$ cat config.mk
export PLATFORM = sky130hd
export DESIGN_NAME = keypad_scanner
export DESIGN_NICKNAME = d
export VERILOG_FILES = /design/src/rtl/keypad_scanner.sv
export SDC_FILE = /design/constraint.sdc
export NUM_CORES = 1
export LEC_CHECK = 0
export ABC_AREA = 1
export BUFFER_PORTS_ARGS = -buffer_cell sky130_fd_sc_hd__buf_4
export CAP_MARGIN = 20
export CORE_ASPECT_RATIO = 0.8
export CORE_MARGIN = 2
export CORE_UTILIZATION = 50
export CTS_BUF_LIST = sky130_fd_sc_hd__clkbuf_4 sky130_fd_sc_hd__clkbuf_8
export CTS_CLUSTER_SIZE = 12
export DETAILED_ROUTE_END_ITERATION = 8
export HOLD_SLACK_MARGIN = 0.03
export PLACE_DENSITY_LB_ADDON = 0.05
export SYNTH_ARGS = -nofsm -noshare
export SYNTH_HDL_FRONTEND = slang
export SYNTH_SLANG_ARGS = --single-unit
export TNS_END_PERCENT = 1
$ cat constraint.sdc
create_clock -name clock -period 2.4 [get_ports clock]
set_clock_uncertainty 0.2 [all_clocks]
set_input_delay 0.12 -clock clock [delete_from_list [all_inputs] [get_ports clock]]
set_output_delay 0.12 -clock clock [all_outputs]
set_load 0.005 [all_outputs]
$ cat src/rtl/keypad_scanner.sv
// 4x4 keypad column scanner with two-flop row synchronizer and tick-sampled debounce.
// Presents a stable row code and column index to the hex encoder while a key is held.
module keypad_scanner #(
    parameter int SCAN_DIV = 1000,
    parameter int DEBOUNCE = 4
) (
    input  logic       clock,
    input  logic       reset,
    input  logic [3:0] rows,
    output logic [3:0] cols,
    output logic [1:0] counter,
    output logic [3:0] keyboard,
    output logic       key_valid,
    output logic       key_held
);

    localparam int DW = $clog2(SCAN_DIV);
    localparam int CW = $clog2(DEBOUNCE + 1);
    localparam logic [DW-1:0] DWELL_LAST = DW'(SCAN_DIV - 1);
    localparam logic [CW-1:0] CNT_MAX    = CW'(DEBOUNCE);

    localparam logic [1:0] S_SCAN = 2'd0;
    localparam logic [1:0] S_DEB  = 2'd1;
    localparam logic [1:0] S_HOLD = 2'd2;
    localparam logic [1:0] S_REL  = 2'd3;

    logic [3:0]    sync1;
    logic [3:0]    rs;
    logic [DW-1:0] dwell;
    logic          tick;
    logic [1:0]    state;
    logic [CW-1:0] cnt;
    logic [CW-1:0] cnt_inc;
    logic          code_ok;
    logic          idle;

    always_ff @(posedge clock or posedge reset) begin
        if (reset) begin
            sync1 <= 4'hF;
            rs    <= 4'hF;
        end else begin
            sync1 <= rows;
            rs    <= sync1;
        end
    end

    always_ff @(posedge clock or posedge reset) begin
        if (reset)     dwell <= '0;
        else if (tick) dwell <= '0;
        else           dwell <= dwell + DW'(1);
    end

    assign tick    = (dwell == DWELL_LAST);
    assign idle    = (rs == 4'hF);
    assign code_ok = (rs == 4'b1110) || (rs == 4'b1101) || (rs == 4'b1011) || (rs == 4'b0111);
    // Saturating so a large DEBOUNCE never wraps back below the threshold.
    assign cnt_inc = (cnt == CNT_MAX) ? cnt : cnt + CW'(1);

    always_ff @(posedge clock or posedge reset) begin
        if (reset) begin
            state     <= S_SCAN;
            cnt       <= '0;
            cols      <= 4'b1110;
            counter   <= 2'd0;
            keyboard  <= 4'hF;
            key_valid <= 1'b0;
            key_held  <= 1'b0;
        end else begin
            key_valid <= 1'b0;
            if (tick) begin
                case (state)
                    S_SCAN: begin
                        if (code_ok) begin
                            keyboard <= rs;
                            cnt      <= CW'(1);
                            if (DEBOUNCE == 1) begin
                                state     <= S_HOLD;
                                key_valid <= 1'b1;
                                key_held  <= 1'b1;
                            end else begin
                                state <= S_DEB;
                            end
                        end else begin
                            cols    <= {cols[2:0], cols[3]};
                            counter <= counter + 2'd1;
                        end
                    end
                    S_DEB: begin
                        if (rs == keyboard) begin
                            cnt <= cnt_inc;
                            if (cnt_inc == CNT_MAX) begin
                                state     <= S_HOLD;
                                key_valid <= 1'b1;
                                key_held  <= 1'b1;
                            end
                        end else begin
                            keyboard <= 4'hF;
                            cols     <= {cols[2:0], cols[3]};
                            counter  <= counter + 2'd1;
                            state    <= S_SCAN;
                        end
                    end
                    S_HOLD: begin
                        if (idle) begin
                            cnt <= CW'(1);
                            if (DEBOUNCE == 1) begin
                                key_held <= 1'b0;
                                keyboard <= 4'hF;
                                cols     <= {cols[2:0], cols[3]};
                                counter  <= counter + 2'd1;
                                state    <= S_SCAN;
                            end else begin
                                state <= S_REL;
                            end
                        end
                    end
                    S_REL: begin
                        if (idle) begin
                            cnt <= cnt_inc;
                            if (cnt_inc == CNT_MAX) begin
                                key_held <= 1'b0;
                                keyboard <= 4'hF;
                                cols     <= {cols[2:0], cols[3]};
                                counter  <= counter + 2'd1;
                                state    <= S_SCAN;
                            end
                        end else begin
                            state <= S_HOLD;
                        end
                    end
                    default: state <= S_SCAN;
                endcase
            end
        end
    end

endmodule

After elaboration in Yosys (flattened, before gate mapping) --
Cells that the tools add are included. W data, S select, Z words.
Word-level totals: register bits 35, logic and storage cells 84, bits of input ports 6, output and inout port bits 12
Operators by class: equality and inequality tests 22, muxes and demuxes 38, reductions and logical operators 11, $add $sub $neg 3
Operator list (number):
- $mux W4 | 8
- $pmux W4 S3 | 2
- $mux W2 | 10
- $reduce_and A6 Y1 | 3
- $eq A4 B4 Y1 const B | 4
- $ne A2 B2 Y1 const B | 8
- $mux W3 | 5
- $pmux W3 S4 | 1
- $add A10 B1 Y10 const B | 1
- $eq A10 B10 Y1 const B | 1
- $mux W10 | 1
- $reduce_and A5 Y1 | 2
- $mux W1 | 8
- $pmux W2 S4 | 1
- $eq A3 B3 Y1 const B | 2
- $ne A3 B3 Y1 const B | 2
- $pmux W2 S3 | 1
- $eq A2 B2 Y1 const B | 2
- $eq A4 B3 Y1 const B | 1
- $eq A4 B4 Y1 | 1
- $add A3 B1 Y3 const B | 1
- $logic_or A1 B1 Y1 | 3
- $reduce_bool A3 Y1 | 1
- $add A2 B1 Y2 const B | 1
- other kinds (4) | 4

Longest topological paths before layout --
depth after elaboration 7, gate-level depth with buffers 12

Worst setup path before layout --
OpenSTA, ideal clock, no wires.
path type register -> register, start point reg cnt[0], end point reg cols[0], path slack 678 ps, data arrival time 1406 ps, required time 2083 ps, stages on the path, launching flop included 13, path through dfrtp_1 > inv_1 > ha_1 > nand2_1 > nand2_1 > nand2_2 > nand3_2 > nand2_1 > inv_1 > nor2_8 > nand2_4 > nand2_1 > nand2_1
Between the ends: word-level cells in the longest chain between the ends 5, elaborated cells between the ends (all ways) 6, classes of those cells add/sub: 1; eq/ne: 3; mux: 1; reduce/logical: 1
Ends and longest elaborated chain:
- start: declaration | line 32 | logic [CW-1:0] cnt;
- start signal: assignment | line 90 | cnt <= cnt_inc;
- start signal: assignment | line 119 | cnt <= cnt_inc;
- $add A3 B1 Y3 or $eq A3 B3 Y1 (tied branches) | line 57 | assign cnt_inc = (cnt == CNT_MAX) ? cnt : cnt + CW'(1);
- $mux W3 * | line 57
- $eq A3 B3 Y1 * | line 120 | if (cnt_inc == CNT_MAX) begin
- $ne A2 B2 Y1 (no source line) *
- $reduce_and A6 Y1 (no source line) *
- end signal: assignment | line 84 | cols <= {cols[2:0], cols[3]};
- end signal: assignment | line 109 | cols <= {cols[2:0], cols[3]};
- end signal: assignment | line 123 | cols <= {cols[2:0], cols[3]};
- end: declaration | line 10 | output logic [3:0] cols,
Every way passes the cells marked *; elsewhere a longest branch is shown, timed or not. A chain may end at the register's enable or synchronous reset.

Final worst setup path --
start point reg cnt[0], end point reg counter[0]
Between the ends: word-level cells in the longest chain between the ends 5, elaborated cells between the ends (all ways) 6, classes of those cells add/sub: 1; eq/ne: 3; mux: 1; reduce/logical: 1
Ends and longest elaborated chain:
- $add A3 B1 Y3 or $eq A3 B3 Y1 (tied branches) | line 57
- $mux W3 * | line 57
- $eq A3 B3 Y1 * | line 120
- $ne A2 B2 Y1 (no source line) *
- $reduce_and A6 Y1 (no source line) *
- end signal: assignment | line 85 | counter <= counter + 2'd1;
- end signal: assignment | line 110 | counter <= counter + 2'd1;
- end signal: assignment | line 124 | counter <= counter + 2'd1;
- end: declaration | line 11 | output logic [1:0] counter,
Marks and branches as above.

==> flow_summary.ini <==
[outcome]
status = finished clean

[detailed_routing]
drc = 0
wl_um = 3340
postRouteAntennaNets = 0
vias = 1523
drtPass1Iterations = 5
drtIter0Drc = 78
post_drt_wl_per_cell_um = 10.5
routed_via_density = 4.80

[floorplanning]
core_area_um2 = 3730
start_util_pct = 51.4
ioPinCount = 18
die_x_um = 73.2
die_area_um2 = 4350
die_height_um = 59.4
rows = 20

[sta]
fmax_mhz = 538
tightest_slew_ns = 0.424
slew_viol_final = 0
relSlewSlack_pct = 71.7
setup-violations-final = 0
tns_ns = 0
hold_ws_ns = 0.156
rsz0062_at_grt = no
finalHoldViolCount = 0
period_share_pct = 77.4
fin_crit_ns = 1.86

[setup_path]
critPathKind = reg -> reg
crit_path_end_kind = flip-flop
required_ns = 2.39
arrival_ns = 1.84
crit_fanout = 8
start_kind = flip-flop

[logic_synthesis]
synth-warning-count = 0
synth-simple-area-share_pct = 41.3
synth_cell_types = 26
synth_area_um2 = 1920
ys_seq_elements = 35
synth_edf_count = 0
synth_xor_area_share_pct = 0.457
synth_compound_area_share_pct = 2.22
synthMuxAreaShare_pct = 0
avgSynthCellArea_um2 = 7.93
async_flop_share_pct = 100
synth-adder-area-share_pct = 1.96
synth_top_family_by_area = simple AND/OR/NAND/NOR gates
synth_ff_type = dfrtp_1
synth_cells = 242
yosysSeqAreaShare_pct = 46.6
synth_nets = 251

[place]
gp_congestion = 0.853
dpl.hpwl_um = 2530
port_buffers = 17

[global_routing]
antenna_found_initial = 0
grt_max_degree = 36
overflow = 0
grt_usage_pct = 18.1
grt_pass1_vias = 1426
grt_pass1_wl_um = 5990

[worst_hold_path]
holdCritPathClass = reg -> reg

[clock_tree]
cts_root_buffer = clkbuf_8
clkLatencyLatePin_ns = 0.29
cts_tree = yes
numCtsBuffers = 5
path_clk_slew_ns = 0.08
ctsLongestPathBuffers = 2
htreeDepth = 2
clock-sinks = 35
postCtsSetupBuffers = 0

[power]
vdd.ir_drop.worst_mv = 0.356
power_density_nw_per_um2 = 482
p_leak_nw = 1.16

[finish]
fill_cells = 366
syn_to_final_growth_pct = 17.2
drive_gt1_share_pct = 28.2
fin_nets = 281
n_antenna_cell = 0

[run]
cap_violations = 0
power by group:
part | internal (mW) | switching [mW] | leakage, nW
clock | 0.216 | 0.210 | 0.0486
combinational | 0.0203 | 0.0308 | 0.688
sequential | 0.603 | 0.00443 | 0.421
total | 0.839 | 0.245 | 1.16
flip-flops by register name, indices dropped and copies added, names as in the netlist, 2 cells and up:
signal / flops
cols: 4
dwell: 10
cnt: 3
state: 2
keyboard: 4
sync1: 4
counter: 2
rs: 4
layout make-up:
class                           instances  area, um2  area share [%]
Clock buffer                            6       76.3            3.39
Clock inverter                          2       13.8           0.612
Inverter                               38        143            6.34
Multi-Input combinational cell        169        881            39.2
Sequential cell                        35        895            39.8
Tap cell                               44       55.1            2.45
Timing Repair Buffer                   23        185            8.24
critical path, stage by stage (launching register included):
cell and delay, ns:
dfrtp_1 0.39, inv_1 0.07, ha_1 0.21, nand2_1 0.08, nand2_1 0.06, nand2_2 0.09, nand3_2 0.11, nand2_1 0.10
inv_1 0.09, nor2_8 0.18, nand2_2 0.07, nand2_1 0.05, nand2_1 0.05
per-layer routing:
| metal | track usage, % | part of all wire [%] | wire [um] | up-vias |
|---|---|---|---|---|
| li1 | - | - | - | 810 |
| met1 | 23.9 | 50 | 1690 | 682 |
| met2 | 28.7 | 43 | 1450 | 23 |
| met3 | 5.10 | 4.3 | 143 | 8 |
| met4 | 6.35 | 1.8 | 59 | 0 |
| met5 | 0 | 0 | 0 | - |
logic make-up (layout without fill, tap and decap cells):
family / count (synthesis) / in the layout
adders and majority gates: 3 / 3
and+or+nand+nor: 157 / 157
xor gates and xnor gates: 1 / 1
AOI/OAI and AO/OA: 8 / 8
DFF: 35 / 35
buffers and inverters: 38 / 69
synth_stat cells, types with 4 or more instances:
master    n  area [um2]
nor2_4    5        56.3
dfrtp_1  20         500
nor2_2    6        37.5
inv_2     7        26.3
a21oi_1   4        20.0
inv_1    30         113
nand3_1  21         105
nor3_1    5        25.0
nand2_1  70         263
nor2_1   22        82.6
dfstp_2  15         394
nand4_1   4        25.0
nand2_2  11        68.8
final timing paths:
path / depth (start not counted) / startpoint / to / slack [ns]
min reg2reg: 0 / sync1[1] / rs[1] / 0.16
max: 12 / cnt[0] / counter[0] / 0.54
max reg2reg: 12 / cnt[0] / counter[0] / 0.54
min: 0 / sync1[1] / rs[1] / 0.16
min in group asynchronous: 4 / reset / dwell[5] / 0.27
max in group asynchronous: 4 / reset / keyboard[0] / 1.39
cell usage in the layout, fill, tap and decap left out:
cell type and n:
xor2_1 1, nor3_1 5, clkbuf_8 5, nand2_1 70, clkinv_1 1, and3_1 1
clkbuf_4 1, nor4_1 1, dfrtp_1 20, nor2_2 6, a21oi_1 4, nor2_8 1
nand2_2 11, o21ai_0 3, inv_2 7, buf_4 18, nand3_1 21, nor2_4 5
inv_1 30, clkinv_2 1, ha_1 3, nor2_1 22, nor3_4 1, dlygate4sd3_1 5
nand2b_1 2, nand3_2 3, o21a_1 1, nand4_1 4, dfstp_2 15, clkinv_4 1
nand3b_1 2, nand2_4 2
through the flow:
step	worst slack (ns)	cell area, um2	power (mW)	util (%)	cells
3_3_place_gp	0.594	2110	0.663	56.5	304
3_5_place_dp	0.527	2110	0.663	56.5	304
5_1_grt	0.330	2250	1.13	60.3	317
2_1_floorplan	0.678	1920	0.648	-	242
6_report	0.542	2250	1.08	60.3	317
4_1_cts	0.520	2250	1.10	60.3	317
repair_timing:
action,CTS,global route
hold endpoints to repair,24,0
hold buffers,5,0
resized for setup,0,0
(Power assumes the default switching activity.)
